==> src/rtl/alu_unit.sv <==
// Registered integer ALU; defining ALU_EXT_OPS_EN adds SLL/SRL/SLT on ops 101/110/111.
// Latency 1 cycle; no backpressure, one operation accepted per cycle.
module alu_unit #(
    parameter int WIDTH = 32
) (
    input  logic             clk,
    input  logic             rst_n,
    input  logic             in_valid,
    input  logic [WIDTH-1:0] a,
    input  logic [WIDTH-1:0] b,
    input  logic [2:0]       op,
    output logic             out_valid,
    output logic [WIDTH-1:0] result,
    output logic             zero,
    output logic             negative,
    output logic             carry,
    output logic             overflow
);

    typedef enum logic [2:0] {
        OP_ADD = 3'b000,
        OP_SUB = 3'b001,
        OP_AND = 3'b010,
        OP_OR  = 3'b011,
        OP_XOR = 3'b100,
        OP_SLL = 3'b101,
        OP_SRL = 3'b110,
        OP_SLT = 3'b111
    } alu_op_e;

`ifdef ALU_EXT_OPS_EN
    localparam int SHW = $clog2(WIDTH);
    logic [SHW-1:0]   shamt;
    logic             slt;
`endif

    alu_op_e          op_e;
    logic [WIDTH:0]   sum;
    logic [WIDTH:0]   diff;
    logic             add_ovf;
    logic             sub_ovf;

    logic [WIDTH-1:0] result_d, result_q;
    logic             carry_d, carry_q;
    logic             overflow_d, overflow_q;
    logic             zero_d, zero_q;
    logic             negative_d, negative_q;
    logic             valid_q;

    assign op_e = alu_op_e'(op);

    // Extra top bit of the unsigned difference is set exactly when a < b (borrow).
    assign sum     = {1'b0, a} + {1'b0, b};
    assign diff    = {1'b0, a} - {1'b0, b};
    assign add_ovf = (a[WIDTH-1] == b[WIDTH-1]) && (sum[WIDTH-1]  != a[WIDTH-1]);
    assign sub_ovf = (a[WIDTH-1] != b[WIDTH-1]) && (diff[WIDTH-1] != a[WIDTH-1]);

`ifdef ALU_EXT_OPS_EN
    assign shamt = b[SHW-1:0];
    assign slt   = $signed(a) < $signed(b);
`endif

    always_comb begin
        result_d   = '0;
        carry_d    = 1'b0;
        overflow_d = 1'b0;
        unique case (op_e)
            OP_ADD: begin
                result_d   = sum[WIDTH-1:0];
                carry_d    = sum[WIDTH];
                overflow_d = add_ovf;
            end
            OP_SUB: begin
                result_d   = diff[WIDTH-1:0];
                carry_d    = diff[WIDTH];
                overflow_d = sub_ovf;
            end
            OP_AND: result_d = a & b;
            OP_OR:  result_d = a | b;
            OP_XOR: result_d = a ^ b;
`ifdef ALU_EXT_OPS_EN
            OP_SLL: result_d = a << shamt;
            OP_SRL: result_d = a >> shamt;
            OP_SLT: result_d = {{(WIDTH-1){1'b0}}, slt};
`else
            OP_SLL, OP_SRL, OP_SLT: result_d = '0;
`endif
            default: result_d = '0;
        endcase
        zero_d     = (result_d == '0);
        negative_d = result_d[WIDTH-1];
    end

    // Result and flags hold across idle cycles; only out_valid tracks in_valid.
    always_ff @(posedge clk or negedge rst_n) begin
        if (!rst_n) begin
            valid_q    <= 1'b0;
            result_q   <= '0;
            carry_q    <= 1'b0;
            overflow_q <= 1'b0;
            zero_q     <= 1'b0;
            negative_q <= 1'b0;
        end else begin
            valid_q <= in_valid;
            if (in_valid) begin
                result_q   <= result_d;
                carry_q    <= carry_d;
                overflow_q <= overflow_d;
                zero_q     <= zero_d;
                negative_q <= negative_d;
            end
        end
    end

    assign out_valid = valid_q;
    assign result    = result_q;
    assign zero      = zero_q;
    assign negative  = negative_q;
    assign carry     = carry_q;
    assign overflow  = overflow_q;

endmodule

==> config.mk <==
export PLATFORM = sky130hd
export DESIGN_NAME = alu_unit
export DESIGN_NICKNAME = d
export VERILOG_FILES = /design/src/rtl/alu_unit.sv
export SDC_FILE = /design/constraint.sdc
export NUM_CORES = 1
export LEC_CHECK = 0
export BUFFER_PORTS_ARGS = -buffer_cell sky130_fd_sc_hd__buf_4
export CORE_MARGIN = 2
export CORE_UTILIZATION = 30
export DETAILED_ROUTE_END_ITERATION = 8
export REMOVE_ABC_BUFFERS = 1
export SLEW_MARGIN = 20
export SYNTH_ARGS = -nofsm -noshare
export SYNTH_HDL_FRONTEND = slang
export SYNTH_SLANG_ARGS = --single-unit
==> constraint.sdc <==
create_clock -name clk -period 0.83 [get_ports clk]
set_input_delay 0.166 -clock clk [delete_from_list [all_inputs] [get_ports clk]]
set_output_delay 0.166 -clock clk [all_outputs]
set_load 0.005 [all_outputs]
==> metrics.yaml <==
drt:
  via_per_inst: 5.32
  ant_nets: 0
  wl_per_cell_um: 17.6
  drcViolationCount: 0
  drtIter0Drc: 628
  drt_wl_total_mm: 29.7
  first_pass_iters: 8
  route.vias.total: 8966
critical_path:
  cp-start-kind: "input pin"
  crit_end: "zero$_DFFE_PN0P_"
  crit_required_ps: 1020
  reg2reg_to: "result[31]$_DFFE_PN0P_"
  rr_worst_depth: 2
  rr_startpoint: "result[31]$_DFFE_PN0P_"
  crit_path_end_kind: "flop"
  critical_path_class: "in -> reg"
  r2r_slack_ps: -110
  crit_start: "b[0]"
  path_max_fanout: 4
  arrival_ps: 3410
floorplan:
  die_x_um: 152
  ios: 107
  dieHeight_um: 152
  rows: 54
  fp.dieArea_um2: 23200
  core_area_um2: 21700
  start_util_pct: 30.4
worst_hold_path:
  hp-class: "in -> reg"
  worstHoldPathCells: 4
timing:
  period_minus_slack_ps: 3220
  setup_viol_count_final: 72
  rsz0062_at_grt: "yes"
  finalHoldViolations: 0
  worst_slack_ps: -2390
  tightestPinTransition_ps: 1020
  relSlewSlack_pct: 31.6
  fin_crit_sh_pct: 388
  clock.fmax_ghz: 0.311
  fin_skew_ps: 0
  fin_hold_ws_ps: 339
  maxSlewViolCount: 0
finish:
  n_antenna_cell: 0
  area_delta_synth_final_pct: 87.7
  drive_gt1_share_pct: 52.8
  final_nets: 1574
global_route:
  busiest_layer: "met2"
  grt_usage_pct: 24.1
  grt_antenna_before_repair: 0
  use_met3_pct: 2.13
  use_met1_pct: 32.5
  overflow: 0
  grt_max_degree: 62
  grt_pass1_wl_mm: 46.2
  grt_pass1_vias: 8872
  use_met2_pct: 41.6
logic_synthesis:
  avgSynthCellArea_um2: 7.21
  ys_types: 86
  yosys.area.top_type: "ha_1"
  synth_top_area_share_pct: 18.4
  yosysSeqAreaShare_pct: 13.7
  synthCells: 914
  yosys_warnings: 0
  ys.flop_type: "dfrtp_1"
  synth_most_common_cell: "a21oi_1"
  synth_edf_count: 0
  synth_area_leaders: "ha_1, dfrtp_1, a21oi_1, inv_1, nor2_1"
  ys_seq_elements: 36
  netlist_area_um2: 6590
  synthTopCellsByCount: "a21oi_1, inv_1, ha_1"
  async_flop_share_pct: 100
cts:
  clock_sinks: 36
  htree_levels: 2
  clockBufferDepth: 2
  clk_pin_slew_worst_paths_ps: 70
  cts-root-buf: "clkbuf_16"
  cts_tree: "done"
  clock_latency_ps: 290
  cts_made_buffers: 5
place:
  place_ws_ps: -2870
  place.detailed.hpwl_mm: 22.4
  port_buffers: 106
  gp_congestion: 0.939
outcome:
  failed_checks: "negative setup slack"
  status: "complete, but fails checks"
pwr:
  vdd_ir_drop_max_mv: 0.699
  power_density_nw_per_um2: 1060
  p_leak_uw: 0.00587
flow_run:
  cap_violations: 0
[stage by stage]
stage	power [µW]	utilization [%]	setup TNS, ps	instance area (µm²)	cells
after global placement	8940	47.1	-68890	10200	1600
after CTS	12500	54.6	-60750	11800	1666
final	13200	57.0	-61060	12400	1686
after global routing	13900	57.0	-65070	12400	1686
after detailed placement	8990	47.1	-70010	10200	1600
after floorplan	5080	-	-51440	6350	860
[cell families after synthesis]
family / after synthesis / share of synthesized area [%]
AO/OA/AOI/OAI: 323 / 33.6
AND/OR/NAND/NOR: 262 / 19.3
buffers and inverters: 162 / 9.83
adder cells (fa/ha/maj): 99 / 19.0
flip-flops: 36 / 13.7
XOR/XNOR: 23 / 3.06
multiplexers: 9 / 1.50
[worst max-delay path: stages]
cell and delay [ps]:
buf_8 100, ha_4 160, fa_2 340, a21o_1 220, a221oi_4 350, buf_4 190
buf_6 90, nor2_2 30, a21oi_2 120, xnor2_1 90, a221oi_2 300, nand3_1 150
nor4_2 320, nand3_2 130, nor4_2 210, nand4_1 150, o41ai_2 290
[how the worst min path moves through the flow]
| stage | start | end | slack, ps |
|---|---|---|---|
| floorplan | rst_n | carry$_DFFE_PN0P_ | -130 |
| global placement | rst_n | result[30]$_DFFE_PN0P_ | 140 |
| detailed placement | rst_n | carry$_DFFE_PN0P_ | 150 |
| CTS | in_valid | result[0]$_DFFE_PN0P_ | 330 |
| global route | in_valid | result[0]$_DFFE_PN0P_ | 360 |
| finish | in_valid | result[0]$_DFFE_PN0P_ | 340 |
[state kept, by name, summed over array words and instances (netlist names)]
name / count
result: 32
carry: 1
out_valid: 1
overflow: 1
zero: 1
[power breakdown]
part           internal [µW]  leakage (µW)  switching (µW)  total, µW
logic                   4800       0.00537            4130       8930
registers               2000      0.000434             228       2220
clock network           1110     0.0000736             907       2020
total                   7910       0.00587            5260      13200
[timing repair]
action / 4_1_cts / 5_1_grt
endpoints found under the hold margin: 36 / 0
buffers inserted: 71 / 31
gates resized for setup: 247 / 84
hold buffers: 1 / 0
setup endpoints to repair: 72 / 73
cloned: 0 / 0
pin swaps: 99 / 95
[metal layers]
layer	part of all wire, %	up-vias
met5	0	-
met4	2.5	0
met3	5.2	64
met2	48	367
met1	44	4263
li1	-	4272
[layout by cell type (no fill, tap or decap), types with 8 or more instances in the layout]
cell type	synthesis	layout
inv_1	103	80
a21oi_1	117	77
a21o_1	8	8
buf_4	6	440
o21bai_1	11	10
o211ai_1	12	12
a222oi_1	11	11
dfrtp_1	36	35
nor2b_1	9	8
a31oi_1	13	10
nand3_1	19	13
nand2_1	53	49
inv_2	3	15
nand2b_1	10	9
a21oi_2	2	37
nand4_1	12	12
ha_4	0	21
xnor2_1	18	17
o22ai_1	12	10
ha_1	97	73
nor3_1	19	15
inv_4	0	9
buf_6	0	84
o21ai_0	39	32
nor2_1	92	85
[area by class of cell]
cell class                      instances  area (µm²)
Fill cell                            1897        9320
Multi-Input combinational cell        716        6050
Timing Repair Buffer                  538        4480
Sequential cell                        36         902
Inverter                              108         438
Tap cell                              280         350
Clock buffer                            5         125
Clock inverter                          3        18.8
(Power assumes the default switching activity.)
